<file path="config.mk">
export PLATFORM = sky130hd
export DESIGN_NAME = gpio_in_debounce
export DESIGN_NICKNAME = d
export VERILOG_FILES = /design/src/rtl/gpio_in_debounce.sv
export SDC_FILE = /design/constraint.sdc
export NUM_CORES = 1
export LEC_CHECK = 0
export BUFFER_PORTS_ARGS = -buffer_cell sky130_fd_sc_hd__buf_2
export CAP_MARGIN = 20
export CORE_MARGIN = 4
export CORE_UTILIZATION = 25
export CTS_CLUSTER_SIZE = 20
export DETAILED_ROUTE_END_ITERATION = 12
export GPL_ROUTABILITY_DRIVEN = 0
export PLACE_DENSITY = 0.37
export SETUP_SLACK_MARGIN = 0.1
export SLEW_MARGIN = 20
export SYNTH_ARGS = -nofsm -noshare
export SYNTH_HDL_FRONTEND = slang
export SYNTH_SLANG_ARGS = --single-unit
</file>
<file path="constraint.sdc">
create_clock -name clk_i -period 13.48 [get_ports clk_i]
set_input_delay 2.696 -clock clk_i [delete_from_list [all_inputs] [get_ports clk_i]]
set_output_delay 2.696 -clock clk_i [all_outputs]
set_load 0.01 [all_outputs]
</file>
<file path="src/rtl/gpio_in_debounce.sv">
// gpio_in_debounce
//   Synchronizes and debounces raw board switch/button pins on the core clock
//   and produces one-cycle rise/fall event pulses per bit.
//
// Ports:
//   clk_i        - core clock
//   arst_i       - asynchronous active-high reset
//   raw_i        - asynchronous pin levels [WIDTH]
//   stable_o     - debounced level [WIDTH]
//   rise_o       - one-cycle pulse when stable_o[i] goes 0->1 [WIDTH]
//   fall_o       - one-cycle pulse when stable_o[i] goes 1->0 [WIDTH]
//   any_change_o - OR of rise_o | fall_o, registered alongside the pulses
module gpio_in_debounce #(
  parameter int unsigned      WIDTH           = 12,
  parameter int unsigned      SYNC_STAGES     = 2,
  parameter int unsigned      DEBOUNCE_CYCLES = 250000,
  parameter logic [WIDTH-1:0] RESET_VAL       = '0
) (
  input  logic             clk_i,
  input  logic             arst_i,
  input  logic [WIDTH-1:0] raw_i,
  output logic [WIDTH-1:0] stable_o,
  output logic [WIDTH-1:0] rise_o,
  output logic [WIDTH-1:0] fall_o,
  output logic             any_change_o
);

  localparam int unsigned      CNT_W   = $clog2(DEBOUNCE_CYCLES + 1);
  localparam logic [CNT_W-1:0] CNT_MAX = CNT_W'(DEBOUNCE_CYCLES - 1);

  // sync_q[0] samples the pin; sync_q[SYNC_STAGES-1] is the usable level.
  logic [SYNC_STAGES-1:0][WIDTH-1:0] sync_q, sync_d;
  logic [WIDTH-1:0]                  sync;
  logic [CNT_W-1:0]                  cnt_q [WIDTH];
  logic [CNT_W-1:0]                  cnt_d [WIDTH];
  logic [WIDTH-1:0]                  stable_q, stable_d;
  logic [WIDTH-1:0]                  rise_q, rise_d;
  logic [WIDTH-1:0]                  fall_q, fall_d;
  logic                              any_q, any_d;

  assign sync = sync_q[SYNC_STAGES-1];

  always_comb begin
    sync_d   = {sync_q[SYNC_STAGES-2:0], raw_i};
    stable_d = stable_q;
    rise_d   = '0;
    fall_d   = '0;
    for (int unsigned i = 0; i < WIDTH; i++) begin
      // Any agreement restarts the count, so short glitches never accumulate.
      cnt_d[i] = '0;
      if (sync[i] != stable_q[i]) begin
        if (cnt_q[i] == CNT_MAX) begin
          stable_d[i] = sync[i];
          rise_d[i]   = sync[i];
          fall_d[i]   = ~sync[i];
        end else begin
          cnt_d[i] = cnt_q[i] + CNT_W'(1);
        end
      end
    end
    any_d = |(rise_d | fall_d);
  end

  always_ff @(posedge clk_i or posedge arst_i) begin
    if (arst_i) begin
      sync_q   <= {SYNC_STAGES{RESET_VAL}};
      stable_q <= RESET_VAL;
      rise_q   <= '0;
      fall_q   <= '0;
      any_q    <= 1'b0;
      for (int unsigned i = 0; i < WIDTH; i++) begin
        cnt_q[i] <= '0;
      end
    end else begin
      sync_q   <= sync_d;
      stable_q <= stable_d;
      rise_q   <= rise_d;
      fall_q   <= fall_d;
      any_q    <= any_d;
      for (int unsigned i = 0; i < WIDTH; i++) begin
        cnt_q[i] <= cnt_d[i];
      end
    end
  end

  assign stable_o     = stable_q;
  assign rise_o       = rise_q;
  assign fall_o       = fall_q;
  assign any_change_o = any_q;

endmodule

</file>
==> impl_metrics.env, run 1 <==
export IMPL_drt_iter0_markers=468
export IMPL_first_pass_iters=4
export IMPL_cp_slowest_cell="dfrtp_1"
export IMPL_postCtsSetupBuffers=0
export IMPL_die_width_um=231
export IMPL_cts_sinks=277
export IMPL_nets=1278
export IMPL_worstPathMaxFanout=6
export IMPL_p_per_area_mw_per_mm2=128
export IMPL_fmax_mhz=260
export IMPL_synth_cell_types=41
export IMPL_die_h_um=231
export IMPL_vias=8286
export IMPL_grt_pass1_wl_um=45200
export IMPL_cts_root_buffer="clkbuf_16"
export IMPL_area_growth_pct=18.0
export IMPL_post_route_period_util=0.285
export IMPL_critPathArrivalTime_ns=1.14
export IMPL_final_layout_size_suffix_gt1_frac=0.105
export IMPL_grt_max_degree=163
export IMPL_status="completed"
export IMPL_yosysSeqAreaShare=0.557
export IMPL_grt_overflow=0
export IMPL_path_cells="buf_2"
export IMPL_tritoncts="done"
export IMPL_antenna_found_initial=0
export IMPL_drc_errors=0
export IMPL_clk_latency_ns=0.54
export IMPL_end_kind="primary output"
export IMPL_p_leak_nw=6.37
export IMPL_max_vdd_ir_drop_uv=72.9
export IMPL_viasPerCell=4.27
export IMPL_rows=81
export IMPL_path_buf_inv=1
export IMPL_yosysTopAreaCell="dfrtp_1"
export IMPL_post_cts_resized=0
export IMPL_finalHoldViolations=0
export IMPL_critPathLaunchType="register"
export IMPL_setup_tns_ns=0
export IMPL_synth_top_area_frac=0.557
export IMPL_use_met2=0.158
export IMPL_numCtsBuffers=37
export IMPL_antennaDiodeCount=0
export IMPL_relSlewSlack=0.308
export IMPL_max_cap_violations=0
export IMPL_use_met3=0.0259
export IMPL_htree_levels=2
export IMPL_synthArstFlopShare=1.00
export IMPL_routedWlPerCell_um=13.4
export IMPL_die_area_mm2=0.0534
export IMPL_netlist_area_mm2=0.0124
export IMPL_portBuffers=50
export IMPL_grt_pass1_vias=8600
export IMPL_min_path_type="register to register"
export IMPL_ys_warnings_count=0
export IMPL_finClkSkew_ns=0.0127
export IMPL_ys_top_cells_by_area="dfrtp_1 (56%), nor2_1 (7.8%), xnor2_1 (7.5%), xor2_1 (7.0%), nand3_1 (2.8%)"
export IMPL_period_minus_slack_ns=3.84
export IMPL_drt_antenna_violating_nets=0
export IMPL_preCtsSetupSlack_ns=9.10
export IMPL_slowest_delay_ns=0.44
export IMPL_met1_usage=0.138
export IMPL_fin_ws_ns=9.64
export IMPL_grt_busiest_layer="met2"
export IMPL_wl_um=26000
export IMPL_setup_violations=0
export IMPL_path_clk_slew_ns=0.06
export IMPL_whs_ns=0.335
export IMPL_grt_usage=0.101
export IMPL_syn_num_nets=1207
export IMPL_initial_core_util=0.253
export IMPL_placed_area_mm2=0.0134
export IMPL_coreArea_mm2=0.0491
export IMPL_synth_main_ff_cell="dfrtp_1"
export IMPL_syn_area_per_cell_um2=10.5
export IMPL_worst_pin_slew_ns=1.01
export IMPL_holdBufCountCts=0
export IMPL_io_pins=51
export IMPL_required_ns=10.78
export IMPL_hpwl_um=16400
export IMPL_synth_seq_cells=277
export IMPL_synth_cells=1181
export IMPL_ctsLongestPathBuffers=3
export IMPL_rsz0062_at_grt="no"
export IMPL_critPathTopFamily="flip-flops"
export IMPL_design_area_mm2=0.0147
export IMPL_synth_edff_count=0
export IMPL_path_class="register to primary output"
export IMPL_slew_viol_final=0
flip-flops by register name, summed over array words and instances (netlist names):
name and flops:
any_change_o 1, cnt_q 216, sync 12, rise_o 12, sync_d 12, stable_o 12, fall_o 12
routing by layer:
layer,part of all wire,routed length (um)
met2,0.44,11500
met5,0,0
met1,0.49,12700
met3,0.039,1000
met4,0.029,746
path summary, 6_finish.rpt:
path	slack, ns	start	cells after the start	end
setup / recovery	9.64	stable_o[8]	1	stable_o[8]
hold / removal	0.34	sync_d[12]	0	sync[0]
setup reg to reg	10.98	cnt_q[18]	6	any_change_o
hold reg to reg	0.34	sync_d[12]	0	sync[0]
max in group asynchronous	9.82	arst_i	3	cnt_q[64]
min in group asynchronous	2.26	arst_i	2	fall_o[6]
cells in the mapped netlist, types with 5 or more instances:
cell type,instances
nand3b_1,5
nand2_1,68
nor3_1,19
mux2_2,10
xor2_1,99
inv_1,24
buf_2,11
nand4_1,51
xnor2_1,106
and2_1,5
ha_1,12
clkbuf_1,5
nor4bb_1,6
dfrtp_1,277
nor4b_1,9
nor4_1,13
nand3_1,70
nor2_1,258
or2_2,6
nor3b_1,25
and4_1,23
and3_1,48
cells in the final DEF, fill, tap and decap left out, drive strengths merged, types with 3 or more instances in the layout:
| cell | instances |
|---|---|
| dfrtp | 277 |
| nor2 | 258 |
| xnor2 | 106 |
| xor2 | 99 |
| nand3 | 70 |
| nand2 | 69 |
| clkbuf | 58 |
| nand4 | 51 |
| buf | 51 |
| and3 | 49 |
| nor3b | 25 |
| inv | 25 |
| and4 | 23 |
| nor3 | 19 |
| nor4 | 14 |
| ha | 12 |
| mux2 | 11 |
| nor4b | 9 |
| or2 | 7 |
| nor4bb | 6 |
| and2 | 6 |
| nand3b | 5 |
| or4b | 5 |
| nand2b | 4 |
| nor2b | 4 |
| clkinv | 3 |
through the flow:
| stage | total power, mW | std cells | utilization |
|---|---|---|---|
| 6_report | 1.88 | 1941 | 0.299 |
| 5_1_grt | 1.98 | 1941 | 0.299 |
| 3_5_place_dp | 0.921 | 1877 | 0.274 |
| 4_1_cts | 1.94 | 1941 | 0.299 |
| 2_1_floorplan | 0.904 | 1181 | - |
| 3_3_place_gp | 0.922 | 1877 | 0.274 |
power by group:
part	internal (mW)	leakage, nW	switching [mW]
logic	0.0126	1.98	0.0350
clock network	0.611	0.606	0.369
registers	0.845	3.79	0.0112
layout make-up:
type	count	area, um2
Clock buffer	58	1170
Clock inverter	6	61.3
Fill cell	5126	34400
Inverter	24	97.6
Multi-Input combinational cell	861	5310
Sequential cell	277	6930
Tap cell	664	831
Timing Repair Buffer	51	270
kinds of logic (layout without fill, tap and decap cells):
family                   Yosys count  after routing  synth area share
AND/OR/NAND/NOR                  628            628             0.256
flip-flops                       277            277             0.557
XOR/XNOR                         205            205             0.144
buffers and inverters             43            139            0.0156
adder cells (fa/ha/maj)           12             12            0.0121
multiplexers                      11             11            0.0103
AO/OA/AOI/OAI                      5              5           0.00403
worst register-to-register path: cells and delay by family, from the launching register on:
| family | cells | cell delay (ns) |
|---|---|---|
| AO/OA/AOI/OAI | 1 | 0.88 |
| adder cells (fa/ha/maj) | 1 | 0.24 |
| flip-flops | 1 | 0.40 |
| AND/OR/NAND/NOR | 4 | 0.74 |
No activity file was read; power rests on OpenSTA's default activity.
==> inputs of run 2 (changes only) <==
PLACE_DENSITY = 0.38   (was 0.37)
clock period = 3.3 ns   (was 13.48 ns; I/O delays follow)
==> impl_metrics.env, run 2 (synthesis results as in run 1) <==
export IMPL_stdcell_count=1948
export IMPL_coreArea_mm2=0.0491
export IMPL_tritoncts="done"
export IMPL_antennaDiodeCount=0
export IMPL_post_route_period_util=0.646
export IMPL_critPathLaunchType="register"
export IMPL_relSlewSlack=0.414
export IMPL_viasPerCell=4.26
export IMPL_ctsLongestPathBuffers=3
export IMPL_drc_errors=0
export IMPL_max_vdd_ir_drop_uv=323
export IMPL_path_cells="ha_1 > and3_1 > nand4_1 > or2_2 > nand2b_1 > nor2_1"
export IMPL_hold_path_startpoint="raw_i[6]"
export IMPL_post_cts_resized=0
export IMPL_required_ns=3.68
export IMPL_path_buf_inv=0
export IMPL_r2r_start="cnt_q[126]"
export IMPL_critPathTopFamily="simple AND/OR/NAND/NOR gates"
export IMPL_nets=1286
export IMPL_cp_slowest_cell="nand2b_1"
export IMPL_worstPathMaxFanout=17
export IMPL_rsz0062_at_grt="no"
export IMPL_first_pass_iters=4
export IMPL_rows=81
export IMPL_routedWlPerCell_um=13.4
export IMPL_path_clk_slew_ns=0.06
export IMPL_min_path_type="primary input to register"
export IMPL_antenna_found_initial=1
export IMPL_regMostFlops="cnt_q"
export IMPL_final_layout_size_suffix_gt1_frac=0.111
export IMPL_p_leak_nw=6.40
export IMPL_initial_core_util=0.253
export IMPL_drt_iter0_markers=400
export IMPL_htree_levels=2
export IMPL_rrSetupSlack_ns=1.17
export IMPL_fill_cells=5127
export IMPL_grt_overflow=0
export IMPL_postCtsSetupBuffers=0
export IMPL_critPathArrivalTime_ns=2.51
export IMPL_final_common_cell="dfrtp_1"
export IMPL_holdBufCountCts=0
export IMPL_cts_root_buffer="clkbuf_16"
export IMPL_numCtsBuffers=36
export IMPL_grt_pass1_vias=8661
export IMPL_drt_antenna_violating_nets=0
export IMPL_grt_max_degree=53
export IMPL_final_cell_mix="dfrtp_1 (277), nor2_1 (258), xnor2_1 (106), xor2_1 (99), nand3_1 (70)"
export IMPL_clk_latency_ns=0.54
export IMPL_grt_pass1_wl_um=45200
export IMPL_io_pins=51
export IMPL_die_h_um=231
export IMPL_die_width_um=231
export IMPL_hpwl_um=17300
export IMPL_dp_cells=1886
export IMPL_portBuffers=50
export IMPL_period_minus_slack_ns=2.13
export IMPL_grt_usage=0.102
export IMPL_end_kind="register"
export IMPL_max_cap_violations=0
export IMPL_area_growth_pct=18.3
export IMPL_worst_pin_slew_ns=0.870
export IMPL_setup_tns_ns=0
export IMPL_finalHoldViolations=0
export IMPL_setup_violations=0
export IMPL_slew_viol_final=0
export IMPL_fmax_mhz=469
export IMPL_largest_reg_flops=216
export IMPL_cts_sinks=277
export IMPL_die_area_mm2=0.0534
export IMPL_wl_um=26200
export IMPL_p_per_area_mw_per_mm2=510
export IMPL_path_class="register to register"
export IMPL_slowest_delay_ns=0.53
export IMPL_vias=8294
export IMPL_status="completed"
export IMPL_finClkSkew_ns=0.0164
export IMPL_startpoint="cnt_q[126]"
[run 2: changes by cell type in the layout (fill, tap and decap cells not counted), sizes merged]
cell,delta
buf,+9
bufinv,-1
clkbuf,-4
clkinv,+3
[run 2: power by group]
part           internal [mW]  switching [mW]
Clock                   2.31            1.48
Combinational         0.0640           0.146
Sequential              3.45          0.0456
Total                   5.83            1.67
[run 2: cell type report]
cell class,instances,area (um2),area share
Clock inverter,8,47.5,0.00323
Inverter,24,93.8,0.00638
Tap cell,664,831,0.0565
Sequential cell,277,6930,0.471
Clock buffer,54,1110,0.0754
Timing Repair Buffer,60,388,0.0264
Multi-Input combinational cell,861,5310,0.361
[run 2: final timing paths]
kind,to,depth (start not counted)
worst min register to register,sync[9],0
worst min-delay path,sync_d[18],1
worst max register to register,cnt_q[129],6
min in group asynchronous,sync_d[18],2
max in group asynchronous,stable_o[11],3
worst max-delay path,cnt_q[129],6
[run 2: layer usage]
layer	vias up	track usage	share of wire
li1	4154	-	-
met1	4017	0.139	0.49
met2	84	0.158	0.45
met3	39	0.0240	0.040
met4	0	0.0365	0.023
met5	-	0	0
[run 2: per-stage QoR]
stage | cell area, um2 | setup slack (ns) | util | power [mW] | hold WS, ns
2_1_floorplan | 12400 | -1.03 | - | 3.70 | 0.331
6_report | 14700 | 1.17 | 0.300 | 7.50 | 0.229
5_1_grt | 14700 | 0.946 | 0.300 | 7.88 | 0.205
3_5_place_dp | 13600 | 1.14 | 0.276 | 3.78 | 0.336
3_3_place_gp | 13600 | 1.04 | 0.276 | 3.78 | 0.335
4_1_cts | 14700 | 1.13 | 0.300 | 7.70 | 0.186
